--- src/rtl/mul_iter_pkg.sv ---
// mul_iter_pkg
//   Shared definitions for the iterative multiplier: operation encodings,
//   FSM state encodings, step counts and a small magnitude helper.
//   No ports (package).
package mul_iter_pkg;

   // Operation encodings on the op input
   localparam logic [1:0] OP_MUL    = 2'b00;
   localparam logic [1:0] OP_MULH   = 2'b01;
   localparam logic [1:0] OP_MULHSU = 2'b10;
   localparam logic [1:0] OP_MULHU  = 2'b11;

   // Controller states
   typedef enum logic [1:0] {
      ST_IDLE = 2'd0,
      ST_BUSY = 2'd1,
      ST_DONE = 2'd2
   } state_t;

   // Iteration counter: holds 0..64
   localparam int unsigned CNT_W = 7;
   localparam logic [CNT_W-1:0] STEPS_D = 7'd64;  // full 64x64
   localparam logic [CNT_W-1:0] STEPS_W = 7'd32;  // MULW

   // Two's-complement magnitude. For the most-negative value the result is
   // 0x8000_0000_0000_0000, which is exact when read as unsigned.
   function automatic logic [63:0] magnitude(input logic [63:0] v, input logic neg);
      return neg ? (~v + 64'd1) : v;
   endfunction

endpackage

--- src/rtl/mul_iter_add64_cla.sv ---
// cla4 / add64_cla
//   cla4      : 4-bit carry-lookahead adder unit.
//   add64_cla : 64-bit adder built from sixteen cla4 units with the block
//               carries chained between units.
//   Ports (add64_cla):
//     x, y  : 64-bit addends
//     cin   : carry in
//     f     : 64-bit sum
//     cout  : carry out of bit 63
module cla4 (
   input  logic [3:0] a,
   input  logic [3:0] b,
   input  logic       cin,
   output logic [3:0] s,
   output logic       cout
);
   logic [3:0] g;
   logic [3:0] p;
   logic [4:0] c;

   always_comb begin
      g    = a & b;
      p    = a ^ b;
      c[0] = cin;
      c[1] = g[0] | (p[0] & cin);
      c[2] = g[1] | (p[1] & g[0]) | (p[1] & p[0] & cin);
      c[3] = g[2] | (p[2] & g[1]) | (p[2] & p[1] & g[0]) | (p[2] & p[1] & p[0] & cin);
      c[4] = g[3] | (p[3] & g[2]) | (p[3] & p[2] & g[1]) | (p[3] & p[2] & p[1] & g[0])
           | (p[3] & p[2] & p[1] & p[0] & cin);
      s    = p ^ c[3:0];
      cout = c[4];
   end
endmodule

module add64_cla (
   input  logic [63:0] x,
   input  logic [63:0] y,
   input  logic        cin,
   output logic [63:0] f,
   output logic        cout
);
   logic [16:0] blk_c;

   assign blk_c[0] = cin;

   for (genvar gi = 0; gi < 16; gi++) begin : g_blk
      cla4 u_cla4 (
         .a    (x[gi*4 +: 4]),
         .b    (y[gi*4 +: 4]),
         .cin  (blk_c[gi]),
         .s    (f[gi*4 +: 4]),
         .cout (blk_c[gi+1])
      );
   end

   assign cout = blk_c[16];
endmodule

--- src/rtl/mul_iter.sv ---
// mul_iter
//   Iterative radix-2 shift-add multiplier (RISC-V M style MUL/MULH/MULHSU/
//   MULHU/MULW). Operates on magnitudes, applies sign correction at the end.
//   XLEN is the operand/result width; the datapath is built for 64.
//   Ports:
//     clock, reset        : rising-edge clock, asynchronous active-high reset
//     in_valid / in_ready : request handshake (in_ready only in IDLE)
//     op, word            : operation select, word=1 selects MULW
//     src1, src2          : multiplicand, multiplier
//     flush               : abort, returns to IDLE on next edge
//     out_valid/out_ready : result handshake
//     result              : registered result
module mul_iter
   import mul_iter_pkg::*;
#(
   parameter int XLEN = 64
) (
   input  logic            clock,
   input  logic            reset,
   input  logic            in_valid,
   output logic            in_ready,
   input  logic [1:0]      op,
   input  logic            word,
   input  logic [XLEN-1:0] src1,
   input  logic [XLEN-1:0] src2,
   input  logic            flush,
   output logic            out_valid,
   input  logic            out_ready,
   output logic [XLEN-1:0] result
);

   state_t             state_q, state_d;
   logic [CNT_W-1:0]   count_q;
   logic [1:0]         op_q;
   logic               word_q;
   logic               neg_q;
   logic [63:0]        mcand_q;   // multiplicand magnitude
   logic [63:0]        acc_q;     // upper half of the running product
   logic [63:0]        mplier_q;  // multiplier, shifts out as product fills in
   logic [63:0]        result_q;

   logic               accept;
   logic               final_step;

   // ------------------------------------------------------------------
   // Operand preparation (used only on the accept edge)
   // ------------------------------------------------------------------
   logic [63:0] a_ext, b_ext, mag1, mag2;
   logic        signed1, signed2, neg1, neg2;

   always_comb begin
      a_ext   = word ? {{32{src1[31]}}, src1[31:0]} : src1;
      b_ext   = word ? {{32{src2[31]}}, src2[31:0]} : src2;
      // MULW is always signed x signed regardless of op
      signed1 = word || (op != OP_MULHU);
      signed2 = word || (op == OP_MUL) || (op == OP_MULH);
      neg1    = signed1 && a_ext[63];
      neg2    = signed2 && b_ext[63];
      mag1    = magnitude(a_ext, neg1);
      mag2    = magnitude(b_ext, neg2);
   end

   // ------------------------------------------------------------------
   // Shared adder: accumulate during steps, low-half negate on the final
   // cycle (~lo + 1); the carry out feeds the high-half increment.
   // ------------------------------------------------------------------
   logic [63:0] prod_lo, prod_hi;
   logic [63:0] add_x, add_y, add_f;
   logic        add_cin, add_cout;
   logic [63:0] fin_lo, fin_hi, res_sel;

   assign final_step = (state_q == ST_BUSY) && (count_q == '0);

   always_comb begin
      // After 32 steps a 32x32 product sits at bits [95:32] of {acc, mplier}
      if (word_q) begin
         prod_lo = {acc_q[31:0], mplier_q[63:32]};
         prod_hi = 64'd0;
      end else begin
         prod_lo = mplier_q;
         prod_hi = acc_q;
      end

      if (final_step) begin
         add_x   = ~prod_lo;
         add_y   = 64'd0;
         add_cin = 1'b1;
      end else begin
         add_x   = acc_q;
         add_y   = mplier_q[0] ? mcand_q : 64'd0;
         add_cin = 1'b0;
      end
   end

   add64_cla u_add (
      .x    (add_x),
      .y    (add_y),
      .cin  (add_cin),
      .f    (add_f),
      .cout (add_cout)
   );

   always_comb begin
      fin_lo = neg_q ? add_f : prod_lo;
      fin_hi = neg_q ? (~prod_hi + {63'd0, add_cout}) : prod_hi;
      if (word_q)
         res_sel = {{32{fin_lo[31]}}, fin_lo[31:0]};
      else if (op_q == OP_MUL)
         res_sel = fin_lo;
      else
         res_sel = fin_hi;
   end

   // ------------------------------------------------------------------
   // FSM: state register
   // ------------------------------------------------------------------
   assign accept = in_valid && (state_q == ST_IDLE) && !flush;

   always_ff @(posedge clock or posedge reset) begin
      if (reset)
         state_q <= ST_IDLE;
      else
         state_q <= state_d;
   end

   // FSM: next state (flush overrides everything)
   always_comb begin
      state_d = state_q;
      if (flush) begin
         state_d = ST_IDLE;
      end else begin
         unique case (state_q)
            ST_IDLE: if (accept)        state_d = ST_BUSY;
            ST_BUSY: if (count_q == '0) state_d = ST_DONE;
            ST_DONE: if (out_ready)     state_d = ST_IDLE;
            default:                    state_d = ST_IDLE;
         endcase
      end
   end

   // FSM: outputs (decoded from the state register only)
   always_comb begin
      in_ready  = (state_q == ST_IDLE);
      out_valid = (state_q == ST_DONE);
   end

   assign result = result_q;

   // ------------------------------------------------------------------
   // Datapath registers
   // ------------------------------------------------------------------
   always_ff @(posedge clock or posedge reset) begin
      if (reset) begin
         count_q  <= '0;
         op_q     <= OP_MUL;
         word_q   <= 1'b0;
         neg_q    <= 1'b0;
         mcand_q  <= '0;
         acc_q    <= '0;
         mplier_q <= '0;
         result_q <= '0;
      end else if (flush) begin
         count_q  <= '0;
         result_q <= '0;
      end else begin
         unique case (state_q)
            ST_IDLE: begin
               if (accept) begin
                  op_q     <= op;
                  word_q   <= word;
                  neg_q    <= neg1 ^ neg2;
                  mcand_q  <= mag1;
                  mplier_q <= mag2;
                  acc_q    <= '0;
                  count_q  <= word ? STEPS_W : STEPS_D;
               end
            end
            ST_BUSY: begin
               if (count_q != '0) begin
                  // Shift {cout, sum, mplier} right by one
                  acc_q    <= {add_cout, add_f[63:1]};
                  mplier_q <= {add_f[0], mplier_q[63:1]};
                  count_q  <= count_q - 1'b1;
               end else begin
                  result_q <= res_sel;
               end
            end
            default: ;
         endcase
      end
   end

endmodule

--- config.mk ---
export PLATFORM = sky130hd
export DESIGN_NAME = mul_iter
export DESIGN_NICKNAME = d
export VERILOG_FILES = /design/src/rtl/mul_iter_pkg.sv /design/src/rtl/mul_iter_add64_cla.sv /design/src/rtl/mul_iter.sv
export SDC_FILE = /design/constraint.sdc
export NUM_CORES = 1
export LEC_CHECK = 0
export BUFFER_PORTS_ARGS = -buffer_cell sky130_fd_sc_hd__buf_2
export CORE_ASPECT_RATIO = 1.1
export CORE_MARGIN = 10
export CORE_UTILIZATION = 40
export CTS_CLUSTER_DIAMETER = 60
export DETAILED_ROUTE_END_ITERATION = 16
export PLACE_DENSITY = 0.62
export SLEW_MARGIN = 40
export SYNTH_ARGS = -nofsm -noshare
export SYNTH_HDL_FRONTEND = slang
export SYNTH_SLANG_ARGS = --single-unit
--- constraint.sdc ---
create_clock -name clock -period 15.5 [get_ports clock]
set_clock_uncertainty 0.2 [all_clocks]
set_input_delay 3.875 -clock clock [delete_from_list [all_inputs] [get_ports clock]]
set_output_delay 3.875 -clock clock [all_outputs]
set_load 0.01 [all_outputs]
# Word level (Yosys, flattened, before mapping)
# Index checks and enable logic that the tools add are counted.
dict set report classes {
  muxes 33
  n_eq_ne 11
  addsub 4
  n_bitwise 470
  n_reduce_logical 22
}
# cell count
set op_table {}
lappend op_table {{two-way mux 64 bit} 20}
lappend op_table {{bitwise AND 1 bit} 256}
lappend op_table {{NOT 64 bit} 4}
lappend op_table {{one-hot mux 64 bit (2 select lines)} 2}
lappend op_table {{bitwise OR 1 bit} 160}
lappend op_table {{adder 64 x 1 -> 64 bit (second input constant)} 2}
lappend op_table {{bitwise XOR 4 bit} 32}
lappend op_table {{adder 64 x 1 -> 64 bit} 1}
lappend op_table {{bitwise AND 4 bit} 16}
lappend op_table {{two-way mux 7 bit} 4}
lappend op_table {{one-hot mux 7 bit (2 select lines)} 1}
lappend op_table {{inequality test 3 x 2 -> 1 bit (second input constant)} 3}
lappend op_table {{AND reduction 3 bit} 3}
lappend op_table {{two-way mux 2 bit} 4}
lappend op_table {{zero test 7 bit} 1}
lappend op_table {{nonzero test 7 bit} 1}
lappend op_table {{subtractor 7 x 1 -> 7 bit (second input constant)} 1}
lappend op_table {{zero test 2 bit} 3}
lappend op_table {{one-hot mux 2 bit (3 select lines)} 1}
lappend op_table {{logical AND 1 bit} 5}
lappend op_table {{== test 2 x 1 -> 1 bit (second input constant)} 2}
lappend op_table {{inequality test 2 x 1 -> 1 bit (second input constant)} 2}
lappend op_table {{inequality test 2 bit (second input constant)} 2}
lappend op_table {{AND reduction 4 bit} 1}
lappend op_table {{other kinds (10)} 13}
dict set report totals {
  regBits 269
  out_inout_bits 66
  wordCells 549
}

# Longest topological paths before layout
# Gate-level depths: netlist (run 1).
dict set report depth {
  word_depth 46
  depth_mapped 29
  ltp_nobuf 27
}

# By module
# From an unflattened synthesis (run 1), not the netlist that was laid out.
dict set report hier_totals {
  hier_cells 2902
  area_unflattened_um2 22461.5
}
# module area_each_um2 seq_area_each_um2 cells_per_inst n_inst
set modules_own_cells {}
lappend modules_own_cells {mul_iter 20099.3 6731.5 2630 1}
lappend modules_own_cells {cla4 147.6 0.0 17 16}

# Least setup slack after synthesis (run 1)
# OpenSTA, ideal clock, no wires.
dict set report synth_path {
  path_type {input -> register}
  start {in src1[8]}
  end {reg mcand_q[62]}
  stages 10
  arrival_time_ns 6.485
  path_buffers 0
  setup_time_ns 0.127
  required_ns 15.173
  setup_slack_ns 8.687
  cell_sequence {or4_1 > or2_4 > or4_4 > or4_4 > nor2_4 > nand2_2 > a211oi_2 > a21oi_1 > xor2_1 > o21ai_2}
}
dict set report synth_between {
  elab_chain_cells 4
}
# item line_no
set synth_lines {}
lappend synth_lines {{from (decl)} mul_iter.sv:24} ;# input logic [XLEN-1:0] src1,
lappend synth_lines {{two-way mux 64 bit} mul_iter.sv:52} ;# a_ext = word ? {{32{src1[31]}}, src1[31:0]} : src1;
lappend synth_lines {{NOT 64 bit} mul_iter_pkg.sv:28} ;# return neg ? (~v + 64'd1) : v;
lappend synth_lines {{adder 64 x 1 -> 64 bit} mul_iter_pkg.sv:28}
lappend synth_lines {{two-way mux 64 bit} mul_iter_pkg.sv:28}
lappend synth_lines {{to (signal assigned)} mul_iter.sv:172} ;# mcand_q <= mag1;
lappend synth_lines {{to (decl)} mul_iter.sv:37} ;# logic [63:0] mcand_q;
# No other way between the ends.
# A chain may end at the register's enable or synchronous reset.

# Worst setup path after layout (run 1)
dict set report layout_path {
  start {reg count_q[1]}
  end {reg result_q[57], in the netlist result[57]}
}
dict set report layout_between {
  elab_chain_cells 46
  word_cells_on_any_way 236
  cone_classes {1 x add/sub; 1 x eq/ne; 10 x mux; 220 x bitwise; 4 x reduce/logical}
}
# item line_no
set layout_lines {}
lappend layout_lines {{from (decl)} mul_iter.sv:33} ;# logic [CNT_W-1:0] count_q;
lappend layout_lines {{from (signal assigned)} mul_iter.sv:175} ;# count_q <= word ? STEPS_W : STEPS_D;
lappend layout_lines {{from (signal assigned)} mul_iter.sv:183} ;# count_q <= count_q - 1'b1;
lappend layout_lines {{zero test 7 bit} mul_iter.sv:72} ;# assign final_step = (state_q == ST_BUSY) && (count_q == '0);
lappend layout_lines {{logical AND 1 bit} mul_iter.sv:72}
lappend layout_lines {{two-way mux 64 bit} mul_iter.sv:84} ;# if (final_step) begin
lappend layout_lines {{bitwise XOR 4 bit / bitwise AND 4 bit (equally long branches)} {mul_iter_add64_cla.sv:23, mul_iter_add64_cla.sv:22}}
lappend layout_lines {{bitwise AND 1 bit, on equally long branches} {mul_iter_add64_cla.sv:28, mul_iter_add64_cla.sv:29}}
lappend layout_lines {{bitwise OR 1 bit, or another cell as far along (2 in series)} mul_iter_add64_cla.sv:28} ;# c[4] = g[3] | (p[3] & g[2]) | (p[3] & p[2] & g[1]) | (p[3] & p[2] & p[1] & g[0])
lappend layout_lines {{bitwise OR 1 bit / bitwise AND 1 bit (equally long branches)} {mul_iter_add64_cla.sv:28, mul_iter_add64_cla.sv:29}}
lappend layout_lines {{bitwise OR 1 bit} mul_iter_add64_cla.sv:29} ;# | (p[3] & p[2] & p[1] & p[0] & cin);
lappend layout_lines {{[... 29 more ...]} n/a}
lappend layout_lines {{bitwise OR 1 bit} mul_iter_add64_cla.sv:29}
lappend layout_lines {{adder 64 x 1 -> 64 bit} mul_iter.sv:105} ;# fin_hi = neg_q ? (~prod_hi + {63'd0, add_cout}) : prod_hi;
lappend layout_lines {{two-way mux 64 bit} mul_iter.sv:105}
lappend layout_lines {{two-way mux 64 bit} mul_iter.sv:108} ;# else if (op_q == OP_MUL)
lappend layout_lines {{two-way mux 64 bit} mul_iter.sv:106} ;# if (word_q)
lappend layout_lines {{two-way mux 64 bit} mul_iter.sv:179} ;# if (count_q != '0) begin
lappend layout_lines {{two-way mux 64 bit} mul_iter.sv:166} ;# unique case (state_q)
lappend layout_lines {{two-way mux 64 bit} mul_iter.sv:162} ;# end else if (flush) begin
lappend layout_lines {{to (signal assigned)} mul_iter.sv:185} ;# result_q <= res_sel;
lappend layout_lines {{to (decl)} mul_iter.sv:40} ;# logic [63:0] result_q;
# Parallel ways exist; a longest one is shown, timed or not. The select of a mux whose other input is x is not followed.

==> results of run 1 <==
==> cells in the final DEF, fill, tap and decap left out, types with 30 or more instances in the layout <==
cell type / instances
sky130_fd_sc_hd__a21oi_1: 185
sky130_fd_sc_hd__a22o_1: 46
sky130_fd_sc_hd__and3_1: 80
sky130_fd_sc_hd__buf_2: 201
sky130_fd_sc_hd__buf_4: 30
sky130_fd_sc_hd__clkbuf_16: 38
sky130_fd_sc_hd__dfrtp_1: 267
sky130_fd_sc_hd__ha_1: 69
sky130_fd_sc_hd__inv_1: 48
sky130_fd_sc_hd__mux2_2: 53
sky130_fd_sc_hd__mux2i_1: 32
sky130_fd_sc_hd__nand2_1: 407
sky130_fd_sc_hd__nand3_1: 41
sky130_fd_sc_hd__nor2_1: 224
sky130_fd_sc_hd__nor3_1: 69
sky130_fd_sc_hd__nor4_1: 30
sky130_fd_sc_hd__o21ai_0: 347
sky130_fd_sc_hd__o31ai_1: 37
sky130_fd_sc_hd__or3_1: 35
sky130_fd_sc_hd__xnor2_1: 94
sky130_fd_sc_hd__xor2_1: 98
==> state kept, by name (all words and copies together), names as in the netlist <==
signal and cells:
word_q 1, acc_q 64, count_q 7, mcand_q 64, mplier_q 64, op_q 2, state_q 2, result 64
neg_q 1
==> critical path: cells and delay by family, from the launching register on <==
family | cells | cell delay (ns)
AO/OA/AOI/OAI | 12 | 3.06
buffers and inverters | 4 | 0.91
XOR/XNOR | 1 | 0.17
flip-flops | 1 | 0.40
adder cells (fa/ha/maj) | 3 | 0.87
AND/OR/NAND/NOR | 8 | 2.42
==> Yosys cell counts (32+ instances only) <==
| cell type | count |
|---|---|
| sky130_fd_sc_hd__mux2i_1 | 32 |
| sky130_fd_sc_hd__a22o_1 | 46 |
| sky130_fd_sc_hd__and3_1 | 80 |
| sky130_fd_sc_hd__mux2_2 | 53 |
| sky130_fd_sc_hd__dfrtp_1 | 269 |
| sky130_fd_sc_hd__a21oi_1 | 185 |
| sky130_fd_sc_hd__nor3_1 | 69 |
| sky130_fd_sc_hd__xnor2_1 | 94 |
| sky130_fd_sc_hd__clkbuf_1 | 169 |
| sky130_fd_sc_hd__nand3_1 | 42 |
| sky130_fd_sc_hd__inv_1 | 50 |
| sky130_fd_sc_hd__or3_1 | 36 |
| sky130_fd_sc_hd__nand2_1 | 408 |
| sky130_fd_sc_hd__xor2_1 | 98 |
| sky130_fd_sc_hd__ha_1 | 69 |
| sky130_fd_sc_hd__o21ai_0 | 349 |
| sky130_fd_sc_hd__nor2_1 | 228 |
| sky130_fd_sc_hd__o31ai_1 | 37 |
==> power breakdown <==
part	switching (uW)	total (uW)	internal (uW)
Sequential	504	1490	989
Clock	356	886	530
Combinational	2360	3530	1170
==> logic make-up after synthesis <==
family | share of synthesized area, %
XOR/XNOR | 7.73
AND/OR/NAND/NOR | 21.9
adder cells (fa/ha/maj) | 5.44
flip-flops | 30.9
buffers and inverters | 4.34
AO/OA/AOI/OAI | 25.3
multiplexers | 4.42
==> through the flow <==
step,area [um^2],setup slack [ns],total power (uW),std cells,hold slack (ns)
floorplan,21800,4.01,3500,2776,0.241
global placement,23200,7.28,4810,3541,0.252
detailed placement,23300,7.46,4860,3545,0.254
CTS,24600,7.41,5750,3609,0.267
global route,24600,6.68,6230,3609,0.299
finish,24600,7.25,5910,3612,0.263
==> layout make-up <==
cell class | count | area share [%]
Multi-Input combinational cell | 2261 | 57.6
Sequential cell | 269 | 27.4
Timing Repair Buffer | 236 | 5.44
Clock buffer | 47 | 4.25
Tap cell | 728 | 3.70
Inverter | 51 | 0.829
Clock inverter | 17 | 0.819
Antenna cell | 3 | 0.0305
==> worst paths after layout <==
path                                     to  slack, ns  depth (start not counted)
worst max-delay path             result[57]       7.25                         28
max in group asynchronous       mcand_q[51]      10.59                          4
min in group asynchronous       mplier_q[5]       3.14                          2
worst min register to register   result[58]       0.26                          2
worst min-delay path             result[58]       0.26                          2
worst max register to register   result[57]       7.25                         28
==> layer usage <==
layer / routed length [um] / vias to the layer above / track usage, % / part of all wire, %
met5: 111 / - / 0 / 0.12
met4: 5130 / 12 / 13.9 / 5.4
met3: 10200 / 239 / 8.57 / 11
met2: 38900 / 1210 / 40.6 / 41
met1: 40500 / 10838 / 38.8 / 43
li1: - / 10225 / - / -
==> metrics.csv, run 1 <==
metric,value,unit
clock-pin slew of the registers on the worst-case setup and hold paths,0.06,ns
Setup TNS Final,0,ns
utilization of the core after routing,45.8,%
peak supply drop,0.0902,mV
Initial Utilization,40.5,%
FMAX,121,MHz
fraction of final layout cells with drive strength greater than 1,14.1,%
worst reg2reg startpoint,count_q[1],
measured slew at the worst slew-check pin,0.918,ns
post-synth cell types,94,
final-stage net count,3076,
number of buffers inserted during clock tree synthesis,36,
fill cell count,5441,
number of register bits inferred by synthesis,269,
headroom to the max-slew limit,38.8,%
maximum number of pins on one net before global-route repair,121,
area taken by multi-input logic gates,14200,um^2
shortest period the worst path allows,8.25,ns
total of warnings raised by yosys,0,
number of nets produced by synthesis,2997,
synthesized area,21800,um^2
Core Area,53800,um^2
unrepaired setup endpoints after global routing,false,
overall die width,242,um
number of slew-limit violations in the final report,0,
cells resized by post-CTS repair,0,
endpoint class of the critical path,flip-flop,
primary flip-flop cell chosen by synthesis mapping,sky130_fd_sc_hd__dfrtp_1,
fraction of post-synthesis cell area in the top cell type by area,30.9,%
clock sink count,269,
wire length of the first global-routing pass,141,mm
critical path launch point,count_q[1],
number of maximum-capacitance constraint violations,0,
per-cell routed wire length,26.2,um
worst hold-check path type,flip-flop to flip-flop,
overall overflow remaining after global route,0,
"area leader, netlist",sky130_fd_sc_hd__dfrtp_1,
Mean Syn Cell Area,7.84,um^2
root cell of the clock tree,sky130_fd_sc_hd__clkbuf_16,
Area Growth Syn to Fin,13.1,%
number of vias per cell,6.24,
largest fanout of any net on the critical path,78,
register cell area after layout,6740,um^2
antenna violations before repair,9,
H-tree depth reported by CTS,2,
type of the worst setup path,flip-flop to flip-flop,
start point of the worst hold path,result[58],
total global routing track utilization,28.6,%
violation count after the first detailed-route iteration,2796,
"antenna viol nets, final",0,
clk_lat worst skew,0.58,ns
Leak Pwr,0.0109,uW
number of global-route vias before repair,21516,
maximum number of buffers from clock root to sink,3,
CP max-delay cell,sky130_fd_sc_hd__o21ai_0,
via count,22524,
RePlAce Congestion,1.02,
"Period Utilization, post-route",53.2,%
hold buffer count at cts,0,
Setup-failing EPs final,0,
standard-cell rows,89,
final wirelength,94.8,mm
vertical die dimension,265,um
TritonCTS clock tree,done,
delay of the slowest critical-path stage,0.62,ns
most prevalent standard cell on the critical path,sky130_fd_sc_hd__o21ai_0,
status,finished clean,
estimated wirelength of the detail-placed design,72.0,mm
cell count after synthesis,2776,
count of TritonRoute iterations in the first routing pass,6,
I/O pins,202,
floorplan die area,64100,um^2
DRC viols,0,
count of flip-flops with a built-in enable after synthesis,0,
"Seq/Total Area, Yosys",30.9,%
Async SR Flop Fraction,100,%
Hold Fails Final Rpt,0,
largest cells by area after synthesis,"sky130_fd_sc_hd__dfrtp_1 (31%), sky130_fd_sc_hd__o21ai_0 (8.0%), sky130_fd_sc_hd__nand2_1 (7.0%)",
pwr/cell area,240,nW/um^2
worst path arrival time,8.51,ns
IO Port Bufs,201,
CP required,15.76,ns
kind of launch point of the worst setup path,flip-flop,
post-CTS setup buffer count,0,
Power figures use the tool's default switching activity.
==> inputs of run 2 (changes only) <==
--- a/config.mk
+++ b/config.mk
@@ -5,6 +5,7 @@
 export SDC_FILE = /design/constraint.sdc
 export NUM_CORES = 1
 export LEC_CHECK = 0
+export ABC_AREA = 1
 export BUFFER_PORTS_ARGS = -buffer_cell sky130_fd_sc_hd__buf_2
 export CORE_ASPECT_RATIO = 1.1
 export CORE_MARGIN = 10
==> constraint.sdc (replaced) <==
create_clock -name clock -period 8 [get_ports clock]
set_clock_uncertainty 0.2 [all_clocks]
set_input_delay 2 -clock clock [delete_from_list [all_inputs] [get_ports clock]]
set_output_delay 2 -clock clock [all_outputs]
set_load 0.01 [all_outputs]
==> metrics.csv, run 2 <==
metric,value,unit
Mean Syn Cell Area,6.59,um^2
largest cells by area after synthesis,"sky130_fd_sc_hd__dfrtp_1 (31%), sky130_fd_sc_hd__nand2_1 (14%), sky130_fd_sc_hd__o21ai_0 (10%)",
worst hold-check path type,flip-flop to flip-flop,
CP max-delay cell,sky130_fd_sc_hd__dfrtp_1,
floorplan die area,64600,um^2
number of vias per cell,5.45,
I/O pins,202,
TritonCTS clock tree,done,
headroom to the max-slew limit,40.1,%
root cell of the clock tree,sky130_fd_sc_hd__clkbuf_16,
Async SR Flop Fraction,100,%
Placed Instances,4143,
total global routing track utilization,25.3,%
most prevalent standard cell on the critical path,sky130_fd_sc_hd__nand2_2,
via count,23024,
post-synth cell types,62,
maximum number of buffers from clock root to sink,3,
estimated wirelength of the detail-placed design,65.3,mm
"area leader, netlist",sky130_fd_sc_hd__dfrtp_1,
IO Port Bufs,201,
met1 usage in global routing,37.1,%
"antenna viol nets, final",0,
overall overflow remaining after global route,0,
overall die width,243,um
type of the worst setup path,flip-flop to flip-flop,
clock-pin slew of the registers on the worst-case setup and hold paths,0.06,ns
RePlAce Congestion,0.966,
global-route met3 utilization,5.47,%
fill cell count,5696,
library cell with the highest instance count after synthesis,sky130_fd_sc_hd__nand2_1,
number of register bits inferred by synthesis,269,
FMAX,135,MHz
kind of launch point of the worst setup path,flip-flop,
"Seq/Total Area, Yosys",30.7,%
Final Non-Filler Cells,4221,
final-stage net count,3685,
clk_lat worst skew,0.58,ns
measured slew at the worst slew-check pin,0.899,ns
"Period Utilization, post-route",92.3,%
number of global-route vias before repair,21154,
"leading cell type in the layout, fill and taps excluded",sky130_fd_sc_hd__nand2_1,
Antenna Diode Count,0,
Leak Pwr,0.0125,uW
largest fanout of any net on the critical path,7,
antenna violations before repair,1,
total of warnings raised by yosys,0,
Setup TNS Final,0,ns
violation count after the first detailed-route iteration,2504,
standard-cell rows,89,
cell count after synthesis,3331,
peak supply drop,0.157,mV
unrepaired setup endpoints after global routing,false,
primary flip-flop cell chosen by synthesis mapping,sky130_fd_sc_hd__dfrtp_1,
H-tree depth reported by CTS,2,
delay of the slowest critical-path stage,0.40,ns
"commonest cells after routing, fill and taps aside","sky130_fd_sc_hd__nand2_1 (835), sky130_fd_sc_hd__o21ai_0 (438), sky130_fd_sc_hd__inv_1 (345), sky130_fd_sc_hd__nor2_1 (315), sky130_fd_sc_hd__dfrtp_1 (267)",
most frequent cells after synthesis,"sky130_fd_sc_hd__nand2_1 (840), sky130_fd_sc_hd__o21ai_0 (441), sky130_fd_sc_hd__inv_1 (354)",
Setup-failing EPs final,0,
fraction of post-synthesis cell area in the top cell type by area,30.7,%
number of maximum-capacitance constraint violations,0,
count of TritonRoute iterations in the first routing pass,6,
number of nets produced by synthesis,3552,
wire length of the first global-routing pass,129,mm
worst path arrival time,7.65,ns
area taken by multi-input logic gates,13300,um^2
maximum number of pins on one net before global-route repair,136,
utilization of the core after routing,46.7,%
gr busiest metal,met1,
number of buffers inserted during clock tree synthesis,39,
DRC viols,0,
pwr/cell area,419,nW/um^2
fraction of final layout cells with drive strength greater than 1,12.1,%
Initial Utilization,40.6,%
hold buffer count at cts,0,
clock sink count,269,
count of flip-flops with a built-in enable after synthesis,0,
status,finished clean,
vertical die dimension,266,um
per-cell routed wire length,20.0,um
shortest period the worst path allows,7.39,ns
Core Area,54000,um^2
number of slew-limit violations in the final report,0,
register cell area after layout,6740,um^2
CP required,8.26,ns
final wirelength,84.6,mm
global routing met2 resource utilization,36.2,%
synthesized area,21900,um^2
endpoint class of the critical path,flip-flop,
Area Growth Syn to Fin,15.0,%
Hold Fails Final Rpt,0,
==> run 2: cell type report <==
cell class                 instances  area share, %
sequential                       269           26.7
tap                              728           3.61
multi-input combinational       2530           52.9
clock buffer                      50           4.27
inverter                         359           5.38
clock inverter                    20          0.952
timing repair buffer             265           6.16
==> run 2: kinds of logic (layout without fill, tap and decap cells) <==
group / after synthesis / count (layout) / share of synthesized area [%]
flip-flops: 269 / 269 / 30.7
adder cells (fa/ha/maj): 85 / 85 / 5.40
multiplexers: 1 / 1 / 0.0456
buffers and inverters: 532 / 694 / 9.14
AO/OA/AOI/OAI: 854 / 854 / 21.3
XOR/XNOR: 145 / 145 / 5.79
AND/OR/NAND/NOR: 1445 / 1445 / 27.6
==> run 2: critical path, delay by kind of cell (launching register included) <==
family                   cells  cell delay (ns)
AND/OR/NAND/NOR             51             4.99
AO/OA/AOI/OAI                4             0.55
buffers and inverters        5             0.50
flip-flops                   1             0.40
adder cells (fa/ha/maj)      3             0.62
==> run 2: what timing repair did <==
action | CTS | global route
endpoints found under the setup margin | 0 | 6
gates resized for setup | 0 | 31
buffers inserted | 0 | 7
==> run 2: per-layer routing <==
layer  vias to the layer above  wire [um]
li1                      11247          -
met5                         -          0
met4                         0       2770
met3                       106       8130
met2                      1037      34500
met1                     10634      39200
==> run 2: worst paths after layout <==
| check | from | endpoint | slack, ns | depth (start not counted) |
|---|---|---|---|---|
| setup / recovery | count_q[1] | result[57] | 0.61 | 63 |
| hold / removal | result[15] | result[15] | 0.27 | 2 |
| setup reg to reg | count_q[1] | result[57] | 0.61 | 63 |
| hold reg to reg | result[15] | result[15] | 0.27 | 2 |
| max in group asynchronous | reset | mcand_q[43] | 5.30 | 4 |
| min in group asynchronous | reset | acc_q[4] | 1.20 | 2 |
==> run 2: per-stage QoR <==
step / cell area (um^2) / hold slack (ns) / total power [uW] / setup slack, ns
after CTS: 25000 / 0.275 / 10300 / 0.163
after global placement: 23700 / 0.259 / 8520 / 0.324
after floorplan: 21900 / 0.250 / 6320 / 0.472
final: 25200 / 0.268 / 10600 / 0.615
after detailed placement: 23700 / 0.260 / 8520 / 0.195
after global routing: 25200 / 0.298 / 11300 / 0.00328
==> run 2: where the power goes <==
group | internal [uW] | switching (uW) | total (uW)
sequential | 1910 | 548 | 2450
combinational | 1900 | 4430 | 6340
clock | 1070 | 718 | 1790
